<file path="src/rtl/cpu_supervisor_pkg.sv">
// cpu_supervisor_pkg
// Shared types and default constants for the CPU supervisor.
//   state_e                 : supervisor FSM state (S_HOLD holds RESETn low, S_RUN releases it)
//   DEFAULT_RESET_HOLD      : cycles RESETn is held low after any reset cause
//   DEFAULT_WDOG_LIMIT      : vblank rises without a clear that fire the watchdog
//   DEFAULT_IRQ_PERIOD_LOG2 : IRQ tick every 2^n scanlines
package cpu_supervisor_pkg;

    typedef enum logic {
        S_HOLD = 1'b0,
        S_RUN  = 1'b1
    } state_e;

    localparam int unsigned DEFAULT_RESET_HOLD      = 32;
    localparam int unsigned DEFAULT_WDOG_LIMIT      = 8;
    localparam int unsigned DEFAULT_IRQ_PERIOD_LOG2 = 6;

endpackage

</file>
<file path="src/rtl/cpu_supervisor_if.sv">
// cpu_supervisor_if
// Bundles the video-timing / decoder inputs and the CPU control outputs of the supervisor.
//   line_strobe : one-cycle pulse per scanline, vcount valid with it
//   vcount      : current scanline number
//   vblank      : vertical blank level
//   wdog_clr    : one-cycle watchdog clear strobe
//   RESETn      : active-low CPU/system reset
//   IRQCK       : one-cycle IRQ clock pulse
//   wdog_fired  : sticky watchdog-expiry flag
// master drives the inputs (system side), slave is the supervisor.
interface cpu_supervisor_if;

    logic       line_strobe;
    logic [7:0] vcount;
    logic       vblank;
    logic       wdog_clr;
    logic       RESETn;
    logic       IRQCK;
    logic       wdog_fired;

    modport master (
        output line_strobe, vcount, vblank, wdog_clr,
        input  RESETn, IRQCK, wdog_fired
    );

    modport slave (
        input  line_strobe, vcount, vblank, wdog_clr,
        output RESETn, IRQCK, wdog_fired
    );

endinterface

</file>
<file path="src/rtl/rise_detect.sv">
// rise_detect
// Registered rising-edge detector: rise is high for one cycle, one clock after din goes 0->1.
//   clk   : system clock
//   reset : synchronous active-high reset (clears the edge history)
//   din   : level input
//   rise  : registered rising-edge pulse
module rise_detect (
    input  logic clk,
    input  logic reset,
    input  logic din,
    output logic rise
);

    logic prev_q;
    logic rise_q;

    always_ff @(posedge clk) begin
        if (reset) begin
            prev_q <= 1'b0;
            rise_q <= 1'b0;
        end else begin
            prev_q <= din;
            rise_q <= din & ~prev_q;
        end
    end

    assign rise = rise_q;

endmodule

</file>
<file path="src/rtl/cpu_supervisor.sv">
// cpu_supervisor
// Generates the CPU reset and the periodic IRQ clock, with an optional vblank watchdog.
// After any reset cause RESETn is held low for RESET_HOLD cycles. IRQCK pulses one clock after
// a scanline strobe whose vcount is a multiple of 2^IRQ_PERIOD_LOG2, only while running.
// Optional feature macro: CPU_SUPERVISOR_WATCHDOG_EN. When defined, WDOG_LIMIT vblank rises
// without a wdog_clr restart the hold and set the sticky wdog_fired flag; otherwise vblank and
// wdog_clr are ignored and wdog_fired is tied low.
//   clk   : system clock
//   reset : synchronous active-high reset
//   bus   : cpu_supervisor_if.slave (line_strobe, vcount, vblank, wdog_clr -> RESETn, IRQCK,
//           wdog_fired)
module cpu_supervisor
    import cpu_supervisor_pkg::*;
#(
    parameter int unsigned RESET_HOLD      = DEFAULT_RESET_HOLD,
    parameter int unsigned WDOG_LIMIT      = DEFAULT_WDOG_LIMIT,
    parameter int unsigned IRQ_PERIOD_LOG2 = DEFAULT_IRQ_PERIOD_LOG2
) (
    input logic             clk,
    input logic             reset,
    cpu_supervisor_if.slave bus
);

    localparam int unsigned HW = (RESET_HOLD > 1) ? $clog2(RESET_HOLD) : 1;
    localparam logic [HW-1:0] HOLD_LAST = HW'(RESET_HOLD - 1);

    state_e        state_q;
    logic [HW-1:0] hold_cnt_q;
    logic          resetn_q;
    logic          irqck_q;
    logic          expire;
    logic          irq_hit;
    logic          unused_vcount;

    assign irq_hit       = bus.line_strobe && (bus.vcount[IRQ_PERIOD_LOG2-1:0] == '0);
    assign unused_vcount = ^bus.vcount;

`ifdef CPU_SUPERVISOR_WATCHDOG_EN
    localparam int unsigned WW = $clog2(WDOG_LIMIT + 1);
    localparam logic [WW-1:0] WDOG_LAST = WW'(WDOG_LIMIT - 1);
    localparam logic [WW-1:0] WDOG_MAX  = WW'(WDOG_LIMIT);

    logic          vblank_rise;
    logic [WW-1:0] wdog_cnt_q;
    logic          fired_q;

    rise_detect u_vblank_rise (
        .clk   (clk),
        .reset (reset),
        .din   (bus.vblank),
        .rise  (vblank_rise)
    );

    // A coincident clear wins over the expiring rise.
    assign expire = (state_q == S_RUN) && vblank_rise && !bus.wdog_clr &&
                    (wdog_cnt_q == WDOG_LAST);

    always_ff @(posedge clk) begin
        if (reset) begin
            wdog_cnt_q <= '0;
            fired_q    <= 1'b0;
        end else begin
            if (state_q == S_HOLD || bus.wdog_clr) begin
                wdog_cnt_q <= '0;
            end else if (vblank_rise && wdog_cnt_q != WDOG_MAX) begin
                wdog_cnt_q <= wdog_cnt_q + 1'b1;
            end
            if (expire) begin
                fired_q <= 1'b1;
            end
        end
    end

    assign bus.wdog_fired = fired_q;
`else
    logic unused_wdog;

    assign unused_wdog    = bus.vblank ^ bus.wdog_clr;
    assign expire         = 1'b0;
    assign bus.wdog_fired = 1'b0;
`endif

    always_ff @(posedge clk) begin
        if (reset) begin
            state_q    <= S_HOLD;
            hold_cnt_q <= '0;
            resetn_q   <= 1'b0;
            irqck_q    <= 1'b0;
        end else begin
            unique case (state_q)
                S_HOLD: begin
                    // Strobes during hold, including the exit cycle, never reach IRQCK.
                    irqck_q <= 1'b0;
                    if (hold_cnt_q == HOLD_LAST) begin
                        state_q  <= S_RUN;
                        resetn_q <= 1'b1;
                    end else begin
                        hold_cnt_q <= hold_cnt_q + 1'b1;
                    end
                end
                S_RUN: begin
                    irqck_q <= irq_hit;
                    if (expire) begin
                        state_q    <= S_HOLD;
                        hold_cnt_q <= '0;
                        resetn_q   <= 1'b0;
                    end
                end
                default: begin
                    state_q    <= S_HOLD;
                    hold_cnt_q <= '0;
                    resetn_q   <= 1'b0;
                    irqck_q    <= 1'b0;
                end
            endcase
        end
    end

    assign bus.RESETn = resetn_q;
    assign bus.IRQCK  = irqck_q;

endmodule
</file>
<file path="src/flat_wrapper.sv">
// flat-port wrapper written by rule: the top's interface ports become plain ports
module cpu_supervisor_flat import cpu_supervisor_pkg::*;
#(
    parameter int unsigned RESET_HOLD      = DEFAULT_RESET_HOLD,
    parameter int unsigned WDOG_LIMIT      = DEFAULT_WDOG_LIMIT,
    parameter int unsigned IRQ_PERIOD_LOG2 = DEFAULT_IRQ_PERIOD_LOG2
)
  (clk, reset, bus_line_strobe, bus_vcount, bus_vblank, bus_wdog_clr, bus_RESETn, bus_IRQCK, bus_wdog_fired);
  cpu_supervisor_if bus_i ();
  input logic clk;
  input logic reset;
  input wire logic [$bits(bus_i.line_strobe)-1:0] bus_line_strobe;
  input wire logic [$bits(bus_i.vcount)-1:0] bus_vcount;
  input wire logic [$bits(bus_i.vblank)-1:0] bus_vblank;
  input wire logic [$bits(bus_i.wdog_clr)-1:0] bus_wdog_clr;
  output wire logic [$bits(bus_i.RESETn)-1:0] bus_RESETn;
  output wire logic [$bits(bus_i.IRQCK)-1:0] bus_IRQCK;
  output wire logic [$bits(bus_i.wdog_fired)-1:0] bus_wdog_fired;
  assign bus_i.line_strobe = bus_line_strobe;
  assign bus_i.vcount = bus_vcount;
  assign bus_i.vblank = bus_vblank;
  assign bus_i.wdog_clr = bus_wdog_clr;
  assign bus_RESETn = bus_i.RESETn;
  assign bus_IRQCK = bus_i.IRQCK;
  assign bus_wdog_fired = bus_i.wdog_fired;
  cpu_supervisor #(.RESET_HOLD(RESET_HOLD), .WDOG_LIMIT(WDOG_LIMIT), .IRQ_PERIOD_LOG2(IRQ_PERIOD_LOG2)) u_core (.clk(clk), .reset(reset), .bus(bus_i));
endmodule
</file>
<file path="config.mk">
export PLATFORM = sky130hd
export DESIGN_NAME = cpu_supervisor_flat
export DESIGN_NICKNAME = d
export VERILOG_FILES = /design/src/rtl/cpu_supervisor_pkg.sv /design/src/rtl/cpu_supervisor_if.sv /design/src/rtl/rise_detect.sv /design/src/rtl/cpu_supervisor.sv /design/src/flat_wrapper.sv
export SDC_FILE = /design/constraint.sdc
export NUM_CORES = 1
export LEC_CHECK = 0
export ABC_AREA = 0
export BUFFER_PORTS_ARGS = -buffer_cell sky130_fd_sc_hd__buf_2
export CAP_MARGIN = 10
export CORE_AREA = 4 4 41 43
export CTS_CLUSTER_DIAMETER = 40
export CTS_CLUSTER_SIZE = 12
export DETAILED_ROUTE_END_ITERATION = 10
export DIE_AREA = 0 0 45 47
export GPL_TIMING_DRIVEN = 0
export MAX_ROUTING_LAYER = met4
export SLEW_MARGIN = 20
export SYNTH_ARGS = -nofsm -noshare
export SYNTH_HDL_FRONTEND = slang
export SYNTH_SLANG_ARGS = --single-unit
</file>
<file path="constraint.sdc">
create_clock -name clk -period 2 [get_ports clk]
set_clock_uncertainty 0.2 [all_clocks]
set_input_delay 0.3 -clock clk [delete_from_list [all_inputs] [get_ports clk]]
set_output_delay 0.3 -clock clk [all_outputs]
set_load 0.005 [all_outputs]
</file>
==> results of run 1 <==
-- metal layers --
layer	global-route usage	share of wire	vias to the layer above	wire length [µm]
met2	0.107	0.52	2	346
met3	0.0115	0.0030	2	2
met1	0.0737	0.45	123	294
met4	0.0702	0.026	0	17
li1	-	-	156	-
met5	-	0	-	0
-- kinds of logic (layout without fill, tap and decap cells) --
group | Yosys count | count (layout)
other cells | 1 | 1
buf+inv | 3 | 18
mux | 1 | 1
xor+xnor | 2 | 2
simple gates | 15 | 15
compound gates | 5 | 5
fa+ha+maj | 2 | 2
flops | 8 | 8
-- where the power goes --
| group | switching [mW] | internal (mW) |
|---|---|---|
| clock network | 0.0586 | 0.0689 |
| registers | 0.00423 | 0.165 |
| logic | 0.0103 | 0.0162 |
| total | 0.0732 | 0.250 |
-- cell type report --
type	count	area (µm²)	area share
Inverter	1	3.75	0.00806
Tap cell	15	18.8	0.0403
Timing Repair Buffer	12	72.6	0.156
Clock buffer	3	22.5	0.0484
Sequential cell	8	160	0.344
Multi-Input combinational cell	26	173	0.371
Buffer	2	15.0	0.0323
-- flip-flops by register name, summed over array words and instances, names as in the netlist --
name               cells
u_core.hold_cnt_q      5
u_core.bus.IRQCK       1
u_core.bus.RESETn      1
u_core.state_q         1
-- what timing repair did --
| action | 4_1_cts | 5_1_grt |
|---|---|---|
| gates resized for setup | 0 | 0 |
| endpoints found under the setup margin | 0 | 1 |
| hold buffers | 2 | 0 |
| buffers inserted | 0 | 1 |
| hold endpoints to repair | 1 | 0 |
-- cell usage after synthesis --
cell      count  area, µm²
buf_4         2       15.0
dfxtp_1       8        160
and2b_2       1       8.76
ha_1          2       25.0
nand3b_1      1       7.51
nand4_1       1       6.26
nand2_1       2       7.51
inv_1         1       3.75
mux2_4        1       15.0
nor2_1        5       18.8
nor3b_1       1       7.51
xnor2_1       2       17.5
conb_1        1       3.75
a21oi_1       3       15.0
and3_1        1       6.26
nor4_1        2       12.5
o21ai_0       2       10.0
nor2_4        1       11.3
-- worst max-delay path by stage --
stage / cells past startpoint / slack, ns / endpoint
finish: 6 / 0.14 / u_core.hold_cnt_q[3]
global route: 6 / 0.03 / u_core.hold_cnt_q[3]
CTS: 6 / 0.08 / u_core.hold_cnt_q[3]
detailed placement: 6 / 0.1 / u_core.hold_cnt_q[3]
global placement: 6 / 0.09 / u_core.hold_cnt_q[3]
floorplan: 6 / 0.19 / u_core.hold_cnt_q[3]
-- stage by stage --
| stage | worst slack (ns) | total power, mW | instances |
|---|---|---|---|
| after global routing | 0.0299 | 0.332 | 67 |
| after floorplan | 0.193 | 0.188 | 37 |
| after CTS | 0.0847 | 0.324 | 66 |
| after global placement | 0.0901 | 0.196 | 61 |
| final | 0.139 | 0.323 | 67 |
| after detailed placement | 0.0952 | 0.198 | 61 |
==> impl_metrics.csv, run 1 <==
group,metric,value,unit
clock_tree,htreeDepth,1,
final_layout,drive_gt1_frac,0.346,
critical_path,critPathMaxStageDelay,0.33,ns
final_layout,final_util,0.358,
flow_run,max_cap_violations,0,
grt,antenna_found_initial,0,
timing,hold_viol,0,
route,firstDrtPassIters,2,
critical_path,cp-startpoint,"u_core.hold_cnt_q[0]",
synthesis,ys_warn_count,0,
placed_design,hpwl,478,µm
route,drtIter0Drc,3,
min_path,worst_hold_path.num_cells,2,
synthesis,synthXorXnorAreaFrac,0.0498,
grt,grt-ovfl-total,0,
synthesis,synth_seq_cells,8,
clock_tree,cts_tree,"done",
final_layout,diodes,0,
timing,tns,0,ns
min_path,hold_path.class,"in -> reg",
placed_design,place_congestion,0.688,
power_and_ir_drop,power_density,694,nW/µm²
critical_path,worstPathRequired,1.95,ns
critical_path,critPathArrivalTime,1.81,ns
route,avgViaCountPerCell,4.22,
critical_path,worst-setup-path-type,"reg -> reg",
clock_tree,clk_path_buf_depth,2,
floorplanning,fp.dieW,45,µm
synthesis,synth_area,352,µm²
critical_path,cp_top_family,"adder cells",
route,wl_per_cell,9.85,µm
synthesis,netlist_instances,37,
critical_path,crit_top_cell,"ha_1",
synthesis,synth_compound_area_frac,0.0712,
synthesis,yosys.area_share.simple,0.246,
synthesis,postSynthAreaPerCell,9.50,µm²
final_layout,fin_nets,69,
timing,fmax,537,MHz
critical_path,cp-end-kind,"register",
power_and_ir_drop,p_leak,0.219,nW
final_layout,mostFrequentLayoutCells,"buf_2 (9), dfxtp_1 (8), nor2_1 (5)",
placed_design,io_buffers,9,
floorplanning,io_pins,16,
final_layout,area_growth,32.4,%
placed_design,placedInstanceArea,415,µm²
clock_tree,clock_latency,0.26,ns
timing,period_minus_slack,1.86,ns
route,via_count,283,
final_layout,design_area,465,µm²
synthesis,synthAdderAreaFrac,0.0712,
timing,rsz0062_at_grt,"no",
floorplanning,core,1300,µm²
route,route.detailed.drc,0,
clock_tree,clk_pin_slew,0.06,ns
critical_path,critPathBufInv,0,
synthesis,yosysUniqueCellTypes,18,
route,drt_wl_total,660,µm
grt,grt_pass1_wl,986,µm
power_and_ir_drop,vdd_drop_max,0.222,mV
final_layout,fill_cells,142,
synthesis,synth_top_family_by_area,"simple AND/OR/NAND/NOR gates",
timing,setup_violations,0,
floorplanning,dieArea,2120,µm²
critical_path,worstRegToRegCells,6,
clock_tree,numCtsBuffers,3,
grt,grt_pass1_vias,281,
critical_path,cp-start-kind,"register",
final_layout,final_common_cell,"buf_2",
timing,finalMaxSlewViolations,0,
critical_path,crit_chain,"ha_1 -> and3_1 -> ha_1 -> nor2_4 -> nand4_1 -> mux2_4",
floorplanning,rows,13,
timing,period_share,0.930,
route,drtAntennaViolNets,0,
floorplanning,initial_utilization,0.270,
critical_path,ff2ff_setup_slack,0.14,ns
critical_path,r2r-start,"u_core.hold_cnt_q[0]",
critical_path,slowest_stage,"dfxtp_1",
floorplanning,dieHeight,47,µm
grt,grt_max_degree,10,
timing,finalHoldWorstSlack,0.0619,ns
status,status,"completed",
min_path,hold_end,"u_core.hold_cnt_q[0]",
clock_tree,root_buffer,"clkbuf_4",
grt,grt_usage,0.0697,
critical_path,path_max_fanout,5,
synthesis,syn_nets,52,
synthesis,seq_area_frac_synth,0.456,
critical_path,reg2reg_to,"u_core.hold_cnt_q[3]",
clock_tree,clock-sinks,8,
min_path,min-delay-start,"reset",
synthesis,synthMuxAreaShare,0.0427,
No activity file was read; power rests on OpenSTA's default activity.
==> run 2, diff against run 1 <==
--- a/config.mk
+++ b/config.mk
@@ -18,4 +18,5 @@
 export SLEW_MARGIN = 20
 export SYNTH_ARGS = -nofsm -noshare
 export SYNTH_HDL_FRONTEND = slang
+export SYNTH_HIERARCHICAL = 1
 export SYNTH_SLANG_ARGS = --single-unit
==> run 2 against run 1 <==
  * Design area stayed put
  * Sequential share of layout area stayed put
  * Critical path depth stayed put
  * Critical path type unchanged
  * Critical endpoint is now u_core/hold_cnt_q[3]
==> impl_metrics.csv, run 2 <==
group,metric,value,unit
status,status,"completed",
critical_path,path_max_fanout,5,
final_layout,largest_register_ffs,5,
synthesis,netlist_instances,37,
power_and_ir_drop,power_density,687,nW/µm²
floorplanning,rows,13,
min_path,hold_path.class,"in -> reg",
clock_tree,clock_latency,0.25,ns
route,drtIter0Drc,1,
grt,antenna_found_initial,0,
clock_tree,htreeDepth,1,
final_layout,drive_gt1_frac,0.346,
synthesis,postSynthAreaPerCell,9.50,µm²
critical_path,cp-start-kind,"register",
grt,grt_pass1_vias,279,
floorplanning,io_pins,16,
synthesis,seq_area_frac_synth,0.456,
synthesis,yosysMostFrequentCell,"dfxtp_1",
clock_tree,clock-sinks,8,
route,avgViaCountPerCell,4.24,
final_layout,final_common_cell,"buf_2",
synthesis,synth_top_area_share,0.456,
timing,tns,0,ns
route,wl_per_cell,9.94,µm
placed_design,hpwl,495,µm
route,firstDrtPassIters,2,
timing,period_minus_slack,1.87,ns
final_layout,fill_cells,144,
clock_tree,cts_tree,"done",
route,route.detailed.drc,0,
grt,grt_usage,0.0686,
timing,finalMaxSlewViolations,0,
route,drt_wl_total,666,µm
synthesis,synth_area,352,µm²
synthesis,synth_seq_cells,8,
critical_path,worst-setup-path-type,"reg -> reg",
synthesis,ys.flop_type,"dfxtp_1",
floorplanning,dieHeight,47,µm
critical_path,cp-end-kind,"register",
clock_tree,cts_resized,0,
flow_run,max_cap_violations,0,
synthesis,syn_nets,52,
clock_tree,numCtsBuffers,3,
critical_path,worstPathRequired,1.94,ns
synthesis,synth-async-reset-ratio,0,
placed_design,io_buffers,9,
clock_tree,clk_path_buf_depth,2,
synthesis,synth_area_leaders,"dfxtp_1 (46%), ha_1 (7.1%), nor2_1 (5.3%), xnor2_1 (5.0%), a21oi_1 (4.3%)",
route,via_count,284,
clock_tree,root_buffer,"clkbuf_4",
floorplanning,initial_utilization,0.270,
timing,rsz0062_at_grt,"no",
synthesis,yosysUniqueCellTypes,18,
floorplanning,dieArea,2120,µm²
final_layout,diodes,0,
final_layout,top_register,"u_core/hold_cnt_q",
final_layout,mostFrequentLayoutCells,"buf_2 (9), dfxtp_1 (8), nor2_1 (5)",
timing,period_share,0.934,
route,drtAntennaViolNets,0,
final_layout,area_growth,32.4,%
timing,setup_violations,0,
critical_path,critPathArrivalTime,1.81,ns
clock_tree,clk_pin_slew,0.06,ns
power_and_ir_drop,p_leak,0.219,nW
grt,grt-ovfl-total,0,
floorplanning,fp.dieW,45,µm
final_layout,fin_nets,69,
timing,fmax,535,MHz
grt,grt_pass1_wl,1.00,mm
placed_design,placedInstanceArea,415,µm²
synthesis,synth_edf_count,0,
synthesis,yosys.area.top_type,"dfxtp_1",
final_layout,design_area,465,µm²
placed_design,place_congestion,0.685,
final_layout,final_util,0.358,
synthesis,synthTopCellsByCount,"dfxtp_1 (8), nor2_1 (5), a21oi_1 (3)",
power_and_ir_drop,vdd_drop_max,0.220,mV
grt,grt_max_degree,10,
synthesis,ys_warn_count,6,
floorplanning,core,1300,µm²
timing,hold_viol,0,
-- run 2: worst paths after layout --
check,from,to,slack [ns],cells after the start
hold reg to reg,u_core/bus.RESETn,u_core/bus.RESETn,0.27,2
setup / recovery,u_core/hold_cnt_q[0],u_core/hold_cnt_q[3],0.13,6
setup reg to reg,u_core/hold_cnt_q[0],u_core/hold_cnt_q[3],0.13,6
hold / removal,reset,u_core/hold_cnt_q[4],0.07,2
-- run 2: layout make-up --
type / instances / area [µm²] / area share
inverters: 1 / 3.75 / 0.00806
multi-input cells: 26 / 173 / 0.371
clock buffers: 3 / 22.5 / 0.0484
well taps: 15 / 18.8 / 0.0403
repair buffers: 12 / 72.6 / 0.156
plain buffers: 2 / 15.0 / 0.0323
flip-flops and latches: 8 / 160 / 0.344
-- run 2: cells by family after synthesis --
logic type,Yosys count,synth area share
simple gates,15,0.246
flops,8,0.456
compound gates,5,0.0712
buf+inv,3,0.0534
fa+ha+maj,2,0.0712
xor+xnor,2,0.0498
other cells,1,0.0107
mux,1,0.0427
-- run 2: stage by stage --
step                      power [mW]  hold WS [ns]  worst slack [ns]  cells
after floorplan                0.188         0.177             0.192     37
after global placement         0.197         0.251            0.0808     61
after detailed placement       0.197         0.264            0.0879     61
after CTS                      0.328        0.0635            0.0773     66
after global routing           0.334        0.0835            0.0226     67
final                          0.320        0.0705             0.132     67
-- run 2: where the power goes --
part           switching [mW]  internal, mW  total, mW
registers             0.00416         0.165      0.169
logic                  0.0100        0.0160     0.0260
clock network          0.0559        0.0687      0.125
total                  0.0701         0.250      0.320
-- run 2: what timing repair did --
item,CTS,global route
endpoints found under the hold margin,1,0
hold buffers,2,0
endpoints found under the setup margin,0,1
buffers inserted,0,1
-- run 2: layer usage --
| metal | up-vias | wire (µm) | track usage | part of all wire |
|---|---|---|---|---|
| li1 | 157 | - | - | - |
| met1 | 126 | 288 | 0.0753 | 0.43 |
| met2 | 1 | 373 | 0.107 | 0.56 |
| met3 | 0 | 4 | 0 | 0.0060 |
| met4 | 0 | 0 | 0.0760 | 0 |
| met5 | - | 0 | - | 0 |
-- run 2: critical path, stage by stage, from the launching register on --
cell,delay (ns)
dfxtp_1,0.33
ha_1,0.21
and3_1,0.18
ha_1,0.25
nor2_4,0.14
nand4_1,0.13
mux2_4,0.31
